<file path="src/rtl/neopixel_rx_pkg.sv">
// Shared WS2812 definitions for the neopixel receiver: transmitter bit timings at 16 MHz
// and the receiver state encodings.
package neopixel_rx_pkg;

  localparam int T0H           = 6;
  localparam int T1H           = 13;
  localparam int TF            = 20;
  localparam int T_RESET_16MHZ = 800;

  typedef enum logic [2:0] {
    ST_WAIT_RESET = 3'd0,
    ST_IDLE       = 3'd1,
    ST_HIGH       = 3'd2,
    ST_LOW        = 3'd3,
    ST_PASS       = 3'd4
  } rx_state_e;

endpackage

</file>
<file path="src/rtl/neopixel_sync.sv">
// Two-flop synchronizer for the asynchronous WS2812 data line; resets to 0.
module neopixel_sync (
  input  logic clk_16MHz,
  input  logic rst,
  input  logic d,
  output logic q
);

  logic meta;

  always_ff @(posedge clk_16MHz or posedge rst) begin
    if (rst) begin
      meta <= 1'b0;
      q    <= 1'b0;
    end else begin
      meta <= d;
      q    <= meta;
    end
  end

endmodule

</file>
<file path="src/rtl/neopixel_rx.sv">
// WS2812 receiver: decodes the first nbr_pixels*24 bits of a frame by high-pulse width,
// forwards later bits on dout, and latches the frame on the low reset gap.
//
//  state         | meaning
//  --------------+-----------------------------------------------------------
//  ST_WAIT_RESET | ignore the line until T_RESET consecutive low cycles
//  ST_IDLE       | between frames, waiting for the first rising edge
//  ST_HIGH       | measuring the high part of a captured bit
//  ST_LOW        | low part of a captured bit, waiting for next rise
//  ST_PASS       | frame captured, forwarding the line to dout until reset gap
module neopixel_rx
  import neopixel_rx_pkg::*;
#(
  parameter int nbr_pixels   = 1,
  parameter int T_BIT_THRESH = (T0H + T1H + 1) / 2,
  parameter int T_HIGH_MAX   = 32,
  parameter int T_RESET      = T_RESET_16MHZ
) (
  input  logic                       clk_16MHz,
  input  logic                       rst,
  input  logic                       din,
  output logic                       dout,
  output logic [nbr_pixels*24-1:0]   data_out,
  output logic                       data_valid,
  output logic                       rx_error,
  output logic                       busy
);

  localparam int NBITS = nbr_pixels * 24;
  // hcnt must be able to exceed T_HIGH_MAX by one to flag a malformed pulse
  localparam int HW = $clog2(T_HIGH_MAX + 2);
  localparam int LW = $clog2(T_RESET + 1);
  localparam int BW = $clog2(NBITS + 1);

  localparam logic [HW-1:0] HCNT_SAT = HW'(T_HIGH_MAX + 1);
  localparam logic [HW-1:0] HCNT_LIM = HW'(T_HIGH_MAX);
  localparam logic [HW-1:0] HCNT_THR = HW'(T_BIT_THRESH);
  localparam logic [LW-1:0] LCNT_SAT = LW'(T_RESET);
  localparam logic [BW-1:0] BIT_LAST = BW'(NBITS - 1);

  rx_state_e        state, state_nxt;
  logic             din_s;
  logic [HW-1:0]    hcnt, hcnt_nxt;
  logic [LW-1:0]    lcnt, lcnt_nxt;
  logic [BW-1:0]    bitcnt;
  logic [NBITS-1:0] shreg;
  logic             lcnt_reach;
  logic             start, shift_en, err, latch, fwd;

  neopixel_sync u_sync (
    .clk_16MHz (clk_16MHz),
    .rst       (rst),
    .d         (din),
    .q         (din_s)
  );

  always_comb begin
    hcnt_nxt = '0;
    lcnt_nxt = '0;
    if (din_s) hcnt_nxt = (hcnt == HCNT_SAT) ? hcnt : hcnt + 1'b1;
    else       lcnt_nxt = (lcnt == LCNT_SAT) ? lcnt : lcnt + 1'b1;
  end

  // A rise forces lcnt_nxt to 0, so a rise always wins over the reset gap
  assign lcnt_reach = (lcnt_nxt == LCNT_SAT);

  always_ff @(posedge clk_16MHz or posedge rst) begin
    if (rst) state <= ST_WAIT_RESET;
    else     state <= state_nxt;
  end

  always_comb begin
    state_nxt = state;
    unique case (state)
      ST_WAIT_RESET: if (lcnt_reach) state_nxt = ST_IDLE;
      ST_IDLE:       if (din_s) state_nxt = ST_HIGH;
      ST_HIGH: begin
        if (din_s) begin
          if (hcnt_nxt > HCNT_LIM) state_nxt = ST_WAIT_RESET;
        end else if (bitcnt == BIT_LAST) begin
          state_nxt = ST_PASS;
        end else begin
          state_nxt = ST_LOW;
        end
      end
      ST_LOW: begin
        if (din_s)           state_nxt = ST_HIGH;
        else if (lcnt_reach) state_nxt = ST_IDLE;
      end
      ST_PASS:       if (lcnt_reach) state_nxt = ST_IDLE;
      default:       state_nxt = ST_WAIT_RESET;
    endcase
  end

  always_comb begin
    start    = 1'b0;
    shift_en = 1'b0;
    err      = 1'b0;
    latch    = 1'b0;
    fwd      = 1'b0;
    busy     = 1'b0;
    unique case (state)
      ST_IDLE: start = din_s;
      ST_HIGH: begin
        busy     = 1'b1;
        shift_en = !din_s;
        err      = din_s && (hcnt_nxt > HCNT_LIM);
      end
      ST_LOW: begin
        busy = 1'b1;
        err  = lcnt_reach;
      end
      ST_PASS: begin
        busy  = 1'b1;
        latch = lcnt_reach;
        fwd   = !lcnt_reach;
      end
      default: ;
    endcase
  end

  always_ff @(posedge clk_16MHz or posedge rst) begin
    if (rst) begin
      hcnt       <= '0;
      lcnt       <= '0;
      bitcnt     <= '0;
      shreg      <= '0;
      data_out   <= '0;
      data_valid <= 1'b0;
      rx_error   <= 1'b0;
      dout       <= 1'b0;
    end else begin
      hcnt       <= hcnt_nxt;
      lcnt       <= lcnt_nxt;
      data_valid <= latch;
      rx_error   <= err;
      dout       <= fwd & din_s;
      if (start) begin
        bitcnt <= '0;
        shreg  <= '0;
      end else if (shift_en) begin
        shreg  <= {shreg[NBITS-2:0], (hcnt >= HCNT_THR)};
        bitcnt <= bitcnt + 1'b1;
      end
      if (latch) data_out <= shreg;
    end
  end

endmodule

</file>
<file path="config.mk">
export PLATFORM = sky130hd
export DESIGN_NAME = neopixel_rx
export DESIGN_NICKNAME = d
export VERILOG_FILES = /design/src/rtl/neopixel_rx_pkg.sv /design/src/rtl/neopixel_sync.sv /design/src/rtl/neopixel_rx.sv
export SDC_FILE = /design/constraint.sdc
export NUM_CORES = 1
export LEC_CHECK = 0
export ABC_AREA = 1
export BUFFER_PORTS_ARGS = -buffer_cell sky130_fd_sc_hd__buf_2
export CAP_MARGIN = 40
export CORE_ASPECT_RATIO = 0.6
export CORE_UTILIZATION = 60
export CTS_BUF_LIST = sky130_fd_sc_hd__clkbuf_8
export DETAILED_ROUTE_END_ITERATION = 10
export MAX_ROUTING_LAYER = met4
export PLACE_DENSITY_LB_ADDON = 0.15
export SYNTH_ARGS = -nofsm -noshare
export SYNTH_HDL_FRONTEND = slang
export SYNTH_SLANG_ARGS = --single-unit
</file>
<file path="constraint.sdc">
create_clock -name clk_16MHz -period 4.3 [get_ports clk_16MHz]
set_input_delay 0.86 -clock clk_16MHz [delete_from_list [all_inputs] [get_ports clk_16MHz]]
set_output_delay 0.86 -clock clk_16MHz [all_outputs]
set_load 0.05 [all_outputs]
</file>
* Word-level counts from Yosys, hierarchy flattened
Index checks and enable logic that the tools add are counted.
** Storage, ports and cells
- Bits in registers :: 77
- Output and inout port bits :: 28
- Logic and storage cells :: 56
** Cells by class
- $add $sub $neg :: 3
- $lt $le $gt $ge :: 2
- Equal/unequal tests :: 10
- Mux-type cells :: 21
- Bitwise logic cells :: 1
- Reduce and logical (&&, ||, !) cells :: 8
** Operator list (number)
- 24-bit two-way mux :: 2
- 10-bit equality test (second input constant) :: 2
- 10-bit two-way mux :: 2
- 3-bit two-way mux :: 6
- 6-bit two-way mux :: 2
- 3-bit one-hot mux with 4 select lines :: 1
- 10-bit by 1-bit adder with 10-bit output (second input constant) :: 1
- 5-bit two-way mux :: 2
- 6-bit by 1-bit adder with 6-bit output (second input constant) :: 1
- 3-bit by 2-bit equality test with 1-bit output (second input constant) :: 2
- 6-bit equality test (second input constant) :: 1
- 6-bit by 4-bit greater-or-equal comparator with 1-bit output (second input constant) :: 1
- 6-bit > comparator (second input constant) :: 1
- 5-bit by 1-bit adder with 5-bit output (second input constant) :: 1
- 5-bit equality test (second input constant) :: 1
- 1-bit two-way mux :: 5
- 3-bit by 1-bit equality test with 1-bit output (second input constant) :: 1
- 3-bit equality test (second input constant) :: 1
- 3-bit logical NOT :: 1
- 3-bit inequality test (second input constant) :: 1
- 3-bit OR reduction :: 1
- 1-bit logical NOT :: 2
- 2-bit by 1-bit inequality test with 1-bit output (second input constant) :: 1
- 1-bit one-hot mux with 2 select lines :: 1
- other kinds (5) :: 5

* Depth between registers and ports, before layout
- Depth after elaboration :: 7
- Depth in mapped cells :: 15
- Gate-level depth less buffers :: 15

* By module
A second synthesis with hierarchy kept.
** Second synthesis, totals
- Cell total of the unflattened synthesis :: 377
- Area total of the unflattened synthesis :: 3474.6 um2
** By module, submodules not included
- neopixel_rx :: times used 1, cells each 374, area an instance 3420.8 um2, seq. area each 1876.8 um2
- neopixel_sync :: times used 1, cells each 3, area an instance 53.8 um2, seq. area each 50.0 um2

* Worst setup path after synthesis
OpenSTA, ideal clock, no wires.
- Path type :: reg2out
- From :: register state[0]
- To :: output port busy
- Data arrival time :: 1.222 ns
- Data required time :: 3.440 ns
- Slack :: 2.218 ns
- Cell stages (with the launch flop) :: 6
- Cells stage by stage :: dfrtp_1 -> nor2_1 -> inv_1 -> nor2_2 -> inv_1 -> nand2_1
** Between the ends
- Cells in the longest elaborated chain, start to end :: 3
- Elaborated cells on any way between the ends :: 5
** Ends and longest elaborated chain
- start, declared :: RTL line neopixel_rx.sv:41 : rx_state_e state, state_nxt;
- start signal, assigned :: RTL line neopixel_rx.sv:69 : else state <= state_nxt;
- 3-bit equality test / 3-bit by 2-bit equality test with 1-bit output (equally long branches) :: RTL line neopixel_rx.sv:102 : unique case (state)
- 3-bit OR reduction (no source line) (*)
- 1-bit two-way mux (*) :: RTL line neopixel_rx.sv:102
- end, declared :: RTL line neopixel_rx.sv:26 : output logic busy
Mark *: on every way between the ends. The rest lies on a longest branch, timed or not.

* Worst setup path after layout
- From :: register lcnt[0]
- To :: register data_out[21]
** Between the ends
- Cells in the longest elaborated chain, start to end :: 5
- Elaborated cells on any way between the ends :: 6
** Ends and longest elaborated chain
- start, declared :: RTL line neopixel_rx.sv:44 : logic [LW-1:0] lcnt, lcnt_nxt;
- start signal, assigned :: RTL line neopixel_rx.sv:134 : lcnt <= lcnt_nxt;
- 10-bit by 1-bit adder with 10-bit output / 10-bit equality test (equally long branches) :: RTL line neopixel_rx.sv:61 : else lcnt_nxt = (lcnt == LCNT_SAT) ? lcnt : lcnt + 1'b1;
- 10-bit two-way mux (*) :: RTL line neopixel_rx.sv:61
- 10-bit two-way mux (*) :: RTL line neopixel_rx.sv:60 : if (din_s) hcnt_nxt = (hcnt == HCNT_SAT) ? hcnt : hcnt + 1'b1;
- 10-bit equality test (*) :: RTL line neopixel_rx.sv:65 : assign lcnt_reach = (lcnt_nxt == LCNT_SAT);
- 1-bit two-way mux (*) :: RTL line neopixel_rx.sv:102
- end signal, assigned :: RTL line neopixel_rx.sv:145 : if (latch) data_out <= shreg;
- end, declared :: RTL line neopixel_rx.sv:23 : output logic [nbr_pixels*24-1:0] data_out,
Marks and branches as above.
A chain may end at the register's enable or synchronous reset.

==> impl.org <==
** Critical path
- In this run the critical register-to-register path is launched from lcnt[0]$_DFF_PP0_.
- Highest fanout seen on the critical path :: 24
- For this design, the slowest cell found on the critical path is sky130_fd_sc_hd__nor3_4.
- Data arrival time of the critical path :: 2.78 ns
- Startpoint-to-endpoint class of the critical path :: flip-flop to flip-flop
- The worst setup path is captured at a flip-flop.
- Flop-to-flop setup slack :: 1.76 ns
- Together, buffers and inverters on the worst path number 1.
- Traced cell by cell, the critical path runs through ha_1, nand2_2, nor2_4, nand3_2, nand2_1, nand2_2, nor3_4, buf_6, nand4_4, nand2_1, nand2_1.
- In this design, the stage delay of the slowest critical-path cell is 0.49 ns.
- Data required time of the worst path :: 4.54 ns
- Reg-to-reg endpoint :: data_out[21]$_DFFE_PP0P_
- Register-to-Register Path Depth :: 11
- The cell that appears most often on the critical path is sky130_fd_sc_hd__nand2_1.
- Family with the most delay on the worst path :: simple AND/OR/NAND/NOR gates
- The worst setup path is launched from a flip-flop.

** STA
- Final hold violation count :: 0
- Period utilization :: 0.591
- Timing would allow up to 394 MHz.
- On the final layout, the worst hold slack is 0.356 ns.
- Total of endpoints with negative setup slack in the final report :: 0
- Fin Clk Skew :: 0.00618 ns
- Shortest period the worst path allows :: 2.54 ns
- Count of final max-slew check failures :: 0
- Unrepaired setup endpoints after global routing :: false
- Tightest slew margin relative to the limit :: 0.439
- Summed over all failing endpoints, the final setup total negative slack is 0 ns.
- At the pin with the least slew margin, the transition time is 0.838 ns.

** Synth
- Number of flip-flops and latches in the synthesized netlist :: 77
- Dividing the synthesized area by the synthesized cell count gives 8.48 sq um.
- Main area contributors after synthesis :: sky130_fd_sc_hd__dfrtp_1, sky130_fd_sc_hd__nand2_1, sky130_fd_sc_hd__nand4_1
- The synthesized netlist occupies a cell area of 0.00361 sq mm.
- Cell taking the most area after synthesis :: sky130_fd_sc_hd__dfrtp_1
- Counting flops with a built-in enable in the synthesized netlist gives 0.
- Async set-reset flop share out of synthesis :: 1.00
- Most common flop cell mapped by yosys :: sky130_fd_sc_hd__dfrtp_1
- Number of distinct standard cells referenced by the synthesized netlist :: 29
- Synthesis produced a netlist with a net count of 435.
- Yosys top cell area share :: 0.533
- Count of mapped cells out of synthesis :: 426
- Count of warnings emitted by yosys :: 0
- Of the synthesized area, sequential elements account for 0.533.

** Global routing
- The first global-routing pass estimated 13.2 mm of wire.
- GRT Overall Usage :: 0.284
- Maximum number of pins on one net before global-route repair :: 51
- Total overflow reported by the global router :: 0
- Vias in the first global route :: 2775
- Antenna violations before repair :: 0

** Clocking
- Clock-pin slew on the worst setup and hold paths :: 0.08 ns
- Clock tree synthesis inserted a total of 9 buffers.
- Once the clock tree was built, the setup fixing pass inserted 0 buffers.
- Clock Root Buffer :: sky130_fd_sc_hd__clkbuf_8
- The H-tree was split into 3 levels.
- In this run, post-CTS hold repair placed 0 buffers.
- Clock latency on the worst-skew pair, taken at its later pin, is 0.35 ns.
- Number of cells upsized or downsized after cts :: 0
- The clock drives 77 sinks.
- TritonCTS built the clock tree.
- The clock passes through at most 2 buffers.

** Hold path
- Counting instances, the worst hold path has a depth of 0.
- Terminating pin of the worst hold path :: u_sync.q$_DFF_PP0_
- In this run the most critical hold path is launched from u_sync.meta$_DFF_PP0_.
- Path type of the worst min-delay path :: flip-flop to flip-flop

** Final layout
- Fill cell total of the finished layout :: 461
- The sequential cells in the finished layout cover a total of 0.00193 sq mm.
- In the final layout, the share of cells above drive strength 1 is 0.154.
- Antenna cell count :: 0
- Synthesis-to-layout area growth :: 12.0%
- The net count of the finished layout is 466.
- Final cell utilization of the core :: 0.713
- Multi-input gate area :: 0.00140 sq mm

** Routing
- Total wirelength of the detailed-routed design :: 7.60 mm
- Detailed Routing Iterations Pass 1 :: 7
- The routed layout has 2975 vias.
- Residual DRC :: 0
- The detail route stage leaves a number of antenna-violating nets equal to 0.
- In the final routed layout, each cell accounts on average for 14.0 um.
- Routed via count divided by cell count :: 5.49
- For this block, the initial DRC count from the detailed router was 211.

** Placement
- Buffers placed on the I/O ports in this run total 30.
- The congestion estimate from routability-driven global placement came to 0.857.
- The wire-length estimate of the detail-placed layout is 5.22 mm.

** Floorplan
- In this run the horizontal extent of the chip is 102 um.
- The floorplan step defined a die boundary enclosing 0.00634 sq mm.
- The total area inside the core boundary comes to 0.00568 sq mm.
- Starting density of the core :: 0.636
- Ports placed on the boundary :: 31
- Die Y-Extent :: 62.1 um
- Placement row count :: 21

** Power
- IR Drop Worst-Case VDD :: 210 uV
- In this run the static leakage power is 2.26 nW.
- Power per unit of standard cell area :: 353 mW/mm^2

** Outcome
- The flow ran to the end, and the final reports show no timing, DRC or antenna violations.

** Job
- Max-cap violations :: 0
[worst max-delay path by stage]
stage	from	endpoint	slack, ns	depth (start not counted)
2_1_floorplan	rst	bitcnt[0]$_DFFE_PP0P_	1.47	1
3_3_place_gp	lcnt[0]$_DFF_PP0_	data_out[21]$_DFFE_PP0P_	1.74	10
3_5_place_dp	lcnt[0]$_DFF_PP0_	data_out[2]$_DFFE_PP0P_	1.79	11
4_1_cts	lcnt[0]$_DFF_PP0_	data_out[21]$_DFFE_PP0P_	1.76	11
5_1_grt	lcnt[0]$_DFF_PP0_	data_out[20]$_DFFE_PP0P_	1.51	10
6_report	lcnt[0]$_DFF_PP0_	data_out[21]$_DFFE_PP0P_	1.76	11
[placed cells by master, fill, tap and decap left out, types with 3 or more instances in the layout]
cell,Yosys,routed
sky130_fd_sc_hd__inv_2,5,6
sky130_fd_sc_hd__nand2_2,3,3
sky130_fd_sc_hd__buf_2,5,30
sky130_fd_sc_hd__o21ai_0,5,5
sky130_fd_sc_hd__clkbuf_8,0,9
sky130_fd_sc_hd__xor2_1,5,5
sky130_fd_sc_hd__nor2_1,35,35
sky130_fd_sc_hd__bufinv_16,0,3
sky130_fd_sc_hd__nand3_1,21,21
sky130_fd_sc_hd__a21oi_1,13,13
sky130_fd_sc_hd__dfrtp_1,77,77
sky130_fd_sc_hd__ha_1,6,6
sky130_fd_sc_hd__inv_1,46,46
sky130_fd_sc_hd__nor2_2,7,7
sky130_fd_sc_hd__o21ai_1,13,13
sky130_fd_sc_hd__nand4_1,29,29
sky130_fd_sc_hd__nor3_1,5,5
sky130_fd_sc_hd__buf_4,0,3
sky130_fd_sc_hd__nand2_1,127,127
[Yosys cell counts, drive strengths merged (2+ instances only)]
cell type,instances
a21oi,13
buf,9
clkbuf,5
dfrtp,77
ha,6
inv,51
nand2,130
nand3,23
nand4,30
nor2,43
nor3,7
nor4,2
o21ai,18
o22ai,2
xor2,5
[registers in the layout, summed over array words and instances (netlist names)]
name         cells
u_sync.q         1
state            3
u_sync.meta      1
data_valid       1
data_out        24
rx_error         1
lcnt            10
dout             1
shreg           24
bitcnt           5
hcnt             6
[kinds of logic after synthesis]
| kind of cell | Yosys count | share of synthesized area |
|---|---|---|
| fa+ha+maj | 6 | 0.0208 |
| simple gates | 236 | 0.301 |
| buf+inv | 66 | 0.0786 |
| compound gates | 35 | 0.0516 |
| flops | 77 | 0.533 |
| xor+xnor | 6 | 0.0145 |
[worst reg2reg max path: stages, from the launching register on]
cell and delay [ns]:
sky130_fd_sc_hd__dfrtp_1 0.42, sky130_fd_sc_hd__ha_1 0.23, sky130_fd_sc_hd__nand2_2 0.11, sky130_fd_sc_hd__nor2_4 0.12, sky130_fd_sc_hd__nand3_2 0.07, sky130_fd_sc_hd__nand2_1 0.07, sky130_fd_sc_hd__nand2_2 0.08, sky130_fd_sc_hd__nor3_4 0.49
sky130_fd_sc_hd__buf_6 0.24, sky130_fd_sc_hd__nand4_4 0.34, sky130_fd_sc_hd__nand2_1 0.18, sky130_fd_sc_hd__nand2_1 0.08
[cell type report]
class	instances	share of cell area
tap	80	0.0247
clock inverter	7	0.0284
clock buffer	9	0.0306
inverter	52	0.0482
timing repair buffer	34	0.0455
multi-input combinational	283	0.346
sequential	77	0.476
[report_power, final]
part	internal (mW)	switching (mW)	total, mW
clock	0.383	0.263	0.646
combinational	0.0115	0.0341	0.0456
sequential	0.729	0.00917	0.738
total	1.12	0.306	1.43
[through the flow]
step	std cells	worst slack [ns]	power [mW]	area [sq um]
after global placement	525	1.74	0.796	3800
after global routing	542	1.51	1.48	4050
after floorplan	426	1.47	0.785	3610
after CTS	542	1.76	1.44	4050
after detailed placement	526	1.79	0.799	3810
final	542	1.76	1.43	4050
[routing by layer]
metal	global-route usage	routed length [um]
met1	0.402	3620
met2	0.396	3400
met3	0.0743	446
met4	0.100	135
met5	-	0
Power figures use the tool's default switching activity.
